## src/rtl/uart_arb_pkg.sv

```systemverilog
// uart_arb_pkg: shared constants and types for the console output arbiter
package uart_arb_pkg;
  typedef logic [7:0] uart_ch_t;
  localparam uart_ch_t CH_NL = 8'h0A;
  typedef enum logic {ARB_IDLE, ARB_OWNED} arb_state_t;
endpackage

```

## src/rtl/uart_char_fifo.sv

```systemverilog
// uart_char_fifo: circular character buffer with wrap-bit pointers and async reset
module uart_char_fifo
  import uart_arb_pkg::*;
#(
  parameter int DEPTH = 8
) (
  input  logic                   clock,
  input  logic                   reset,
  input  logic                   push,
  input  uart_ch_t               push_ch,
  input  logic                   pop,
  output uart_ch_t               head,
  output logic                   full,
  output logic                   empty,
  output logic [$clog2(DEPTH):0] level
);
  localparam int AW = $clog2(DEPTH);
  typedef logic [AW:0] ptr_t;
  uart_ch_t mem [DEPTH];
  ptr_t wptr, rptr;
  assign level = wptr - rptr;
  assign empty = wptr == rptr;
  assign full = level[AW];
  assign head = mem[rptr[AW-1:0]];
  always_ff @(posedge clock or posedge reset)
    if (reset) begin
      wptr <= '0;
      rptr <= '0;
    end else begin
      if (push && !full) wptr <= wptr + ptr_t'(1);
      if (pop && !empty) rptr <= rptr + ptr_t'(1);
    end
  always_ff @(posedge clock)
    if (push && !full) mem[wptr[AW-1:0]] <= push_ch;
endmodule

```

## src/rtl/uart_out_arbiter.sv

```systemverilog
// uart_out_arbiter: line-atomic round-robin sharing of the console output channel
module uart_out_arbiter
  import uart_arb_pkg::*;
#(
  parameter int NREQ  = 2,
  parameter int DEPTH = 8,
  parameter int GAP   = 0
) (
  input  logic                   clock,
  input  logic                   reset,
  input  logic [NREQ-1:0]        req_valid,
  input  logic [8*NREQ-1:0]      req_ch,
  output logic [NREQ-1:0]        req_ready,
  output logic                   io_uart_out_valid,
  output uart_ch_t               io_uart_out_ch,
  output logic [$clog2(DEPTH):0] fifo_level
);
  localparam int IW = $clog2(NREQ);
  localparam int GW = GAP > 0 ? $clog2(GAP + 1) : 1;
  typedef logic [IW-1:0] idx_t;
  arb_state_t state, state_n;
  idx_t owner, owner_n, rr, rr_n, sel;
  logic [NREQ-1:0] rot;
  logic hit, full, empty, xfer, pop;
  logic [GW-1:0] gap_cnt;
  uart_ch_t ch, head;
  assign rot = NREQ'({req_valid, req_valid} >> rr);
  always_comb begin
    sel = owner;
    hit = state == ARB_OWNED;
    if (state == ARB_IDLE)
      for (int k = NREQ - 1; k >= 0; k--)
        if (rot[k]) begin
          sel = idx_t'((int'(rr) + k) % NREQ);
          hit = 1'b1;
        end
  end
  assign req_ready = hit && !full ? NREQ'(1) << sel : '0;
  assign xfer = |(req_valid & req_ready);
  assign ch = req_ch[{sel, 3'b000} +: 8];
  assign pop = !empty && gap_cnt == '0;
  always_comb begin
    state_n = state;
    owner_n = owner;
    rr_n = rr;
    if (xfer) begin
      state_n = ch == CH_NL ? ARB_IDLE : ARB_OWNED;
      owner_n = sel;
      rr_n = ch == CH_NL ? (sel == idx_t'(NREQ - 1) ? '0 : sel + idx_t'(1)) : rr;
    end
  end
  always_ff @(posedge clock or posedge reset)
    if (reset) begin
      state <= ARB_IDLE;
      owner <= '0;
      rr <= '0;
    end else begin
      state <= state_n;
      owner <= owner_n;
      rr <= rr_n;
    end
  always_ff @(posedge clock or posedge reset)
    if (reset) begin
      io_uart_out_valid <= 1'b0;
      io_uart_out_ch <= '0;
      gap_cnt <= '0;
    end else begin
      io_uart_out_valid <= pop;
      if (pop) io_uart_out_ch <= head;
      gap_cnt <= pop ? GW'(GAP) : gap_cnt == '0 ? gap_cnt : gap_cnt - GW'(1);
    end
  uart_char_fifo #(.DEPTH(DEPTH)) u_fifo (
    .clock(clock),
    .reset(reset),
    .push(xfer),
    .push_ch(ch),
    .pop(pop),
    .head(head),
    .full(full),
    .empty(empty),
    .level(fifo_level)
  );
endmodule
```

## config.mk

```make
export PLATFORM = sky130hd
export DESIGN_NAME = uart_out_arbiter
export DESIGN_NICKNAME = d
export VERILOG_FILES = /design/src/rtl/uart_arb_pkg.sv /design/src/rtl/uart_char_fifo.sv /design/src/rtl/uart_out_arbiter.sv
export SDC_FILE = /design/constraint.sdc
export NUM_CORES = 1
export LEC_CHECK = 0
export CORE_MARGIN = 1
export CORE_UTILIZATION = 30
export DETAILED_ROUTE_END_ITERATION = 8
export PLACE_DENSITY_LB_ADDON = 0.3
export RECOVER_POWER = 50
export SETUP_SLACK_MARGIN = 0.02
export SLEW_MARGIN = 20
export SYNTH_ARGS = -nofsm -noshare
export SYNTH_HDL_FRONTEND = slang
export SYNTH_SLANG_ARGS = --single-unit
```

## constraint.sdc

```tcl
create_clock -name clock -period 3.85 [get_ports clock]
set_input_delay 0.9625 -clock clock [delete_from_list [all_inputs] [get_ports clock]]
set_output_delay 0.9625 -clock clock [all_outputs]
set_load 0.1 [all_outputs]
```

=== Word level (Yosys, flattened, before mapping) ===
Memory sizes are Yosys's and may differ from the RTL's. A register that Yosys moved wholly into a read port is not among the register bits.
Cells that the tools add are included.

* Flip-flop bits (word level): 13
* Bits in writable memories: 64
* Output and inout bits: 15
* Word-level logic and storage cells: 42
* Memories kept: 1

* Add/sub/neg operators: 6
* Equal/unequal tests: 2
* Shifts and indexed selects: 3
* Multiplexer cells: 13
* Bitwise gates (word level): 2
* Reduce and logical (&&, ||, !) cells: 8

{| class="wikitable"
|+ Memories
! memory !! words !! width !! rd ports !! clocked after memory_dff !! write ports !! line !! source
|-
| u_fifo.mem || 8 || 8 || 1 || 1 || 1 || uart_char_fifo.sv:19 || <nowiki>uart_ch_t mem [DEPTH];</nowiki>
|}

{| class="wikitable"
|+ Operators by type and width
! kind !! count
|-
| $shiftx A16 B5 Y8 || 1
|-
| $mux W1 || 12
|-
| $add A4 B1 Y4 const B || 2
|-
| $eq A8 B4 Y1 const B || 1
|-
| $eq A4 B4 Y1 || 1
|-
| $logic_and A1 B1 Y1 || 4
|-
| $shr A4 B1 Y2 || 1
|-
| $sub A4 B4 Y4 || 1
|-
| $add A1 B1 Y1 const B || 2
|-
| $and A2 B2 Y2 || 1
|-
| $logic_not A1 Y1 || 2
|-
| $mux W2 || 1
|-
| $reduce_and A2 Y1 || 1
|-
| $reduce_or A2 Y1 || 1
|-
| $shl A1 B1 Y2 const A || 1
|-
| $not A1 Y1 || 1
|-
| $sub A1 B1 Y1 const B || 1
|}

=== Depth between registers and ports, before layout ===
* Depth after elaboration: 11
* Depth in mapped cells: 9

=== By module ===
Synthesis repeated with hierarchy kept, for this count alone.

* Cell total of the unflattened synthesis: 228
* Area total of the unflattened synthesis: 3,663.5 um^2

{| class="wikitable"
|+ By module, submodules not included
! module !! instances !! cells an instance !! area an instance (um^2) !! sequential area each (um^2)
|-
| uart_char_fifo || 1 || 172 || 2,987.9 || 2,122.0
|-
| uart_out_arbiter || 1 || 56 || 675.6 || 300.3
|}

=== Worst setup path after synthesis ===
Ideal clock, no wire load.

* Path kind: register to output
* From: reg u_fifo.rptr[1]
* To: out req_ready[1]
* Arrival time: 4.156 ns
* Data required time: 2.888 ns
* Setup slack: -1.268 ns
* Stages on the path, launching flop included: 10
* Cell sequence: dfrtp_1 > buf_2 > buf_1 > inv_1 > ha_1 > and3b_1 > or3_4 > nand2_1 > inv_1 > nor3_1

* Cells in the longest elaborated chain, start to end: 4

{| class="wikitable"
|+ Ends and longest elaborated chain
! what !! line !! source
|-
| start, declared || uart_char_fifo.sv:20 || <nowiki>ptr_t wptr, rptr;</nowiki>
|-
| start signal, assigned || uart_char_fifo.sv:31 || <nowiki>if (pop && !empty) rptr <= rptr + ptr_t'(1);</nowiki>
|-
| $sub A4 B4 Y4 || uart_char_fifo.sv:21 || <nowiki>assign level = wptr - rptr;</nowiki>
|-
| via full || uart_out_arbiter.sv:24 || <nowiki>logic hit, full, empty, xfer, pop;</nowiki>
|-
| $logic_not A1 Y1 || uart_out_arbiter.sv:38 || <nowiki>assign req_ready = hit && !full ? NREQ'(1) << sel : '0;</nowiki>
|-
| $logic_and A1 B1 Y1 || uart_out_arbiter.sv:38 ||
|-
| $mux W2 || uart_out_arbiter.sv:38 ||
|-
| end, declared || uart_out_arbiter.sv:13 || <nowiki>output logic [NREQ-1:0] req_ready,</nowiki>
|}

The timed path passes the listed nets, and every way through them passes these cells.

=== Worst setup path in the final report ===
* From: reg u_fifo.rptr[2]
* To: out req_ready[1]

* Cells in the longest elaborated chain, start to end: 4

{| class="wikitable"
|+ Ends and longest elaborated chain
! what !! line
|-
| $sub A4 B4 Y4 || uart_char_fifo.sv:21
|-
| $logic_not A1 Y1 || uart_out_arbiter.sv:38
|-
| $logic_and A1 B1 Y1 || uart_out_arbiter.sv:38
|-
| $mux W2 || uart_out_arbiter.sv:38
|}

No other way between the ends.

==> results.sh <==
export IMPL_cts_root_buf="clkbuf_16"
export IMPL_grt_overflow=0
export IMPL_crit_fanout=9
export IMPL_seq_area_frac_synth_pct=67.5
export IMPL_drt_iter0_drc=75
export IMPL_synth_ff_latch_count=84
export IMPL_rows=39
export IMPL_seqCellArea_um2=2420
export IMPL_ys_types=40
export IMPL_gp_congestion=0.747
export IMPL_numCtsBuffers=9
export IMPL_crit_arrival_ns=2.60
export IMPL_clk_latency_ns=0.33
export IMPL_max_cap_violations=0
export IMPL_grt_setup_unrepaired="false"
export IMPL_synth_edf_count=64
export IMPL_first_pass_iters=6
export IMPL_drc=7
export IMPL_drv_slew=0
export IMPL_dp_hpwl_um=4610
export IMPL_grt_pass1_wl_um=10600
export IMPL_die_x_um=111
export IMPL_fin_setup_tns_ns=0
export IMPL_hold_violations=0
export IMPL_grt_max_degree=21
export IMPL_critPathKind="reg2out"
export IMPL_worst_slew_pin_transition_ns=1.17
export IMPL_cts_hold_buf=0
export IMPL_fp_dieArea_um2=12400
export IMPL_skew_ns=0.00611
export IMPL_grtUsageTotal_pct=11.5
export IMPL_grt_pass1_vias=2019
export IMPL_min_path_type="reg2reg"
export IMPL_cts_tree="yes"
export IMPL_synth_cells=215
export IMPL_synthArstFlopShare_pct=23.8
export IMPL_synth_area_um2=3590
export IMPL_yosysWarnings=0
export IMPL_rr_endpoint="u_fifo.mem[7][6]$_DFFE_PP_"
export IMPL_max_freq_mhz=281
export IMPL_synthesis_nets=241
export IMPL_period_share_pct=92.6
export IMPL_antenna_cells=0
export IMPL_drive_above_1_share_pct=20.2
export IMPL_initial_core_util_pct=31.1
export IMPL_clock_sinks=84
export IMPL_reg2reg_depth=7
export IMPL_multi_input_area_um2=1080
export IMPL_portBuffers=34
export IMPL_syn_area_per_cell_um2=16.7
export IMPL_post_cts_buffers=0
export IMPL_whs_path_depth=2
export IMPL_wire_per_inst_um=16.0
export IMPL_syn_to_final_growth_pct=26.4
export IMPL_synthFlopType="edfxtp_1"
export IMPL_endpoint_kind="output port"
export IMPL_slew_headroom_pct=22.6
export IMPL_holdPathEnd="io_uart_out_ch[6]$_DFFE_PP0N_"
export IMPL_num_nets_final=288
export IMPL_ant_nets=0
export IMPL_fillers=1078
export IMPL_r2r_slack_ns=0.80
export IMPL_h_tree_depth=3
export IMPL_hp_start="io_uart_out_ch[6]$_DFFE_PP0N_"
export IMPL_post_cts_resized=0
export IMPL_fp_dieH_um=111
export IMPL_violations="DRC"
export IMPL_critical_path_startpoint_type="flop"
export IMPL_vias_per_cell=4.66
export IMPL_clk_path_buf_depth=2
export IMPL_design_core_area_um2=11500
export IMPL_period_needed_ns=3.56
export IMPL_vias=1910
export IMPL_timing_rr_start="u_fifo.rptr[2]$_DFFE_PP0N_"
export IMPL_path_clk_slew_ns=0.06
export IMPL_cp_required_ns=2.89
export IMPL_grt_antenna_before_repair=0
export IMPL_drt_wl_total_um=6570
export IMPL_setup_viol=0
export IMPL_boundaryPins=35
export IMPL_outcome="complete, but fails checks"
-- worst max-delay path by stage --
| stage | start | to | slack, ns | depth (start not counted) |
|---|---|---|---|---|
| floorplan | u_fifo.rptr[1]$_DFFE_PP0N_ | req_ready[1] | 0.16 | 9 |
| global placement | req_valid[1] | req_ready[0] | 0.50 | 5 |
| detailed placement | req_valid[1] | req_ready[0] | 0.45 | 5 |
| CTS | u_fifo.rptr[2]$_DFFE_PP0N_ | req_ready[1] | 0.23 | 8 |
| global route | u_fifo.rptr[2]$_DFFE_PP0N_ | req_ready[1] | 0.15 | 8 |
| finish | u_fifo.rptr[2]$_DFFE_PP0N_ | req_ready[1] | 0.29 | 8 |
-- per-stage QoR --
step / setup WS [ns] / util (%) / std cells / hold slack (ns) / area (um2)
5_1_grt: 0.151 / 39.4 / 410 / 0.516 / 4530
2_1_floorplan: 0.156 / - / 215 / 0.465 / 3600
3_3_place_gp: 0.504 / 36.5 / 394 / 0.464 / 4200
3_5_place_dp: 0.450 / 36.5 / 394 / 0.473 / 4200
4_1_cts: 0.232 / 39.6 / 410 / 0.487 / 4570
6_report: 0.287 / 39.4 / 410 / 0.478 / 4530
-- sequential cells by signal (all words and copies together), names as in the netlist --
signal	flops
io_uart_out_valid	1
owner	1
rr	1
u_fifo.rptr	4
u_fifo.mem	64
io_uart_out_ch	8
state	1
u_fifo.wptr	4
-- synthesized netlist by cell type, types with 2 or more instances --
cell      number  share of area, %
nor4_1         4              0.70
inv_1          8              0.84
ha_1           5               1.7
mux2_2        10               3.1
mux4_2        16                10
o21ai_0       11               1.5
nand2_1       16               1.7
nor3_1         6              0.84
dfrtp_1       20                14
xnor2_1        7               1.7
buf_4          2              0.42
mux2i_1        9               2.5
buf_1          2              0.21
buf_2          4              0.56
nor2b_1        2              0.35
nor2_1         4              0.42
nand4_1        2              0.35
edfxtp_1      64                54
a21oi_1        2              0.28
-- cells by family after synthesis --
logic type	Yosys count	share of synthesized area, %
DFF	84	67.5
and+or+nand+nor	44	6.59
AOI/OAI and AO/OA	20	3.66
buffers and inverters	18	2.27
xor gates and xnor gates	8	1.95
muxes	35	15.7
adders and majority gates	6	2.30
-- metal layers --
layer	GRT usage [%]	share of wire (%)
met3	3.10	5.0
met1	15.2	47
met5	0	0
met2	17.9	47
met4	4.59	1.0
-- cell usage in the layout, fill, tap and decap left out, types with 2 or more instances in the layout --
cell type,instances
a21oi_1,3
buf_12,5
buf_4,8
bufinv_16,4
clkbuf_1,5
clkbuf_16,9
clkdlybuf4s50_1,26
dfrtp_1,20
dlygate4sd3_1,2
edfxtp_1,64
ha_1,5
inv_1,8
mux2_1,6
mux2_2,4
mux2i_1,9
mux4_2,16
nand2_1,16
nand4_1,2
nor2_1,4
nor2b_1,2
nor3_1,5
nor4_1,4
o21ai_0,11
xnor2_1,7
-- area by class of cell --
type / instances / share of cell area, %
sequential: 84 / 53.4
multi-input combinational: 113 / 23.8
clock buffer: 10 / 5.05
tap: 143 / 3.95
inverter: 9 / 0.745
clock inverter: 6 / 3.01
timing repair buffer: 45 / 10.0
-- critical path, cell delays in order, from the launching register on --
cell and delay [ns]:
dfrtp_1 0.41, inv_2 0.25, ha_1 0.33, and3b_1 0.20
or3_1 0.37, nand2_1 0.17, inv_1 0.13, nor3_4 0.21
buf_12 0.20
Power is left out: the tool's default activity adds up to more than one toggle a clock period on the data nets, which glitch-free logic cannot reach.
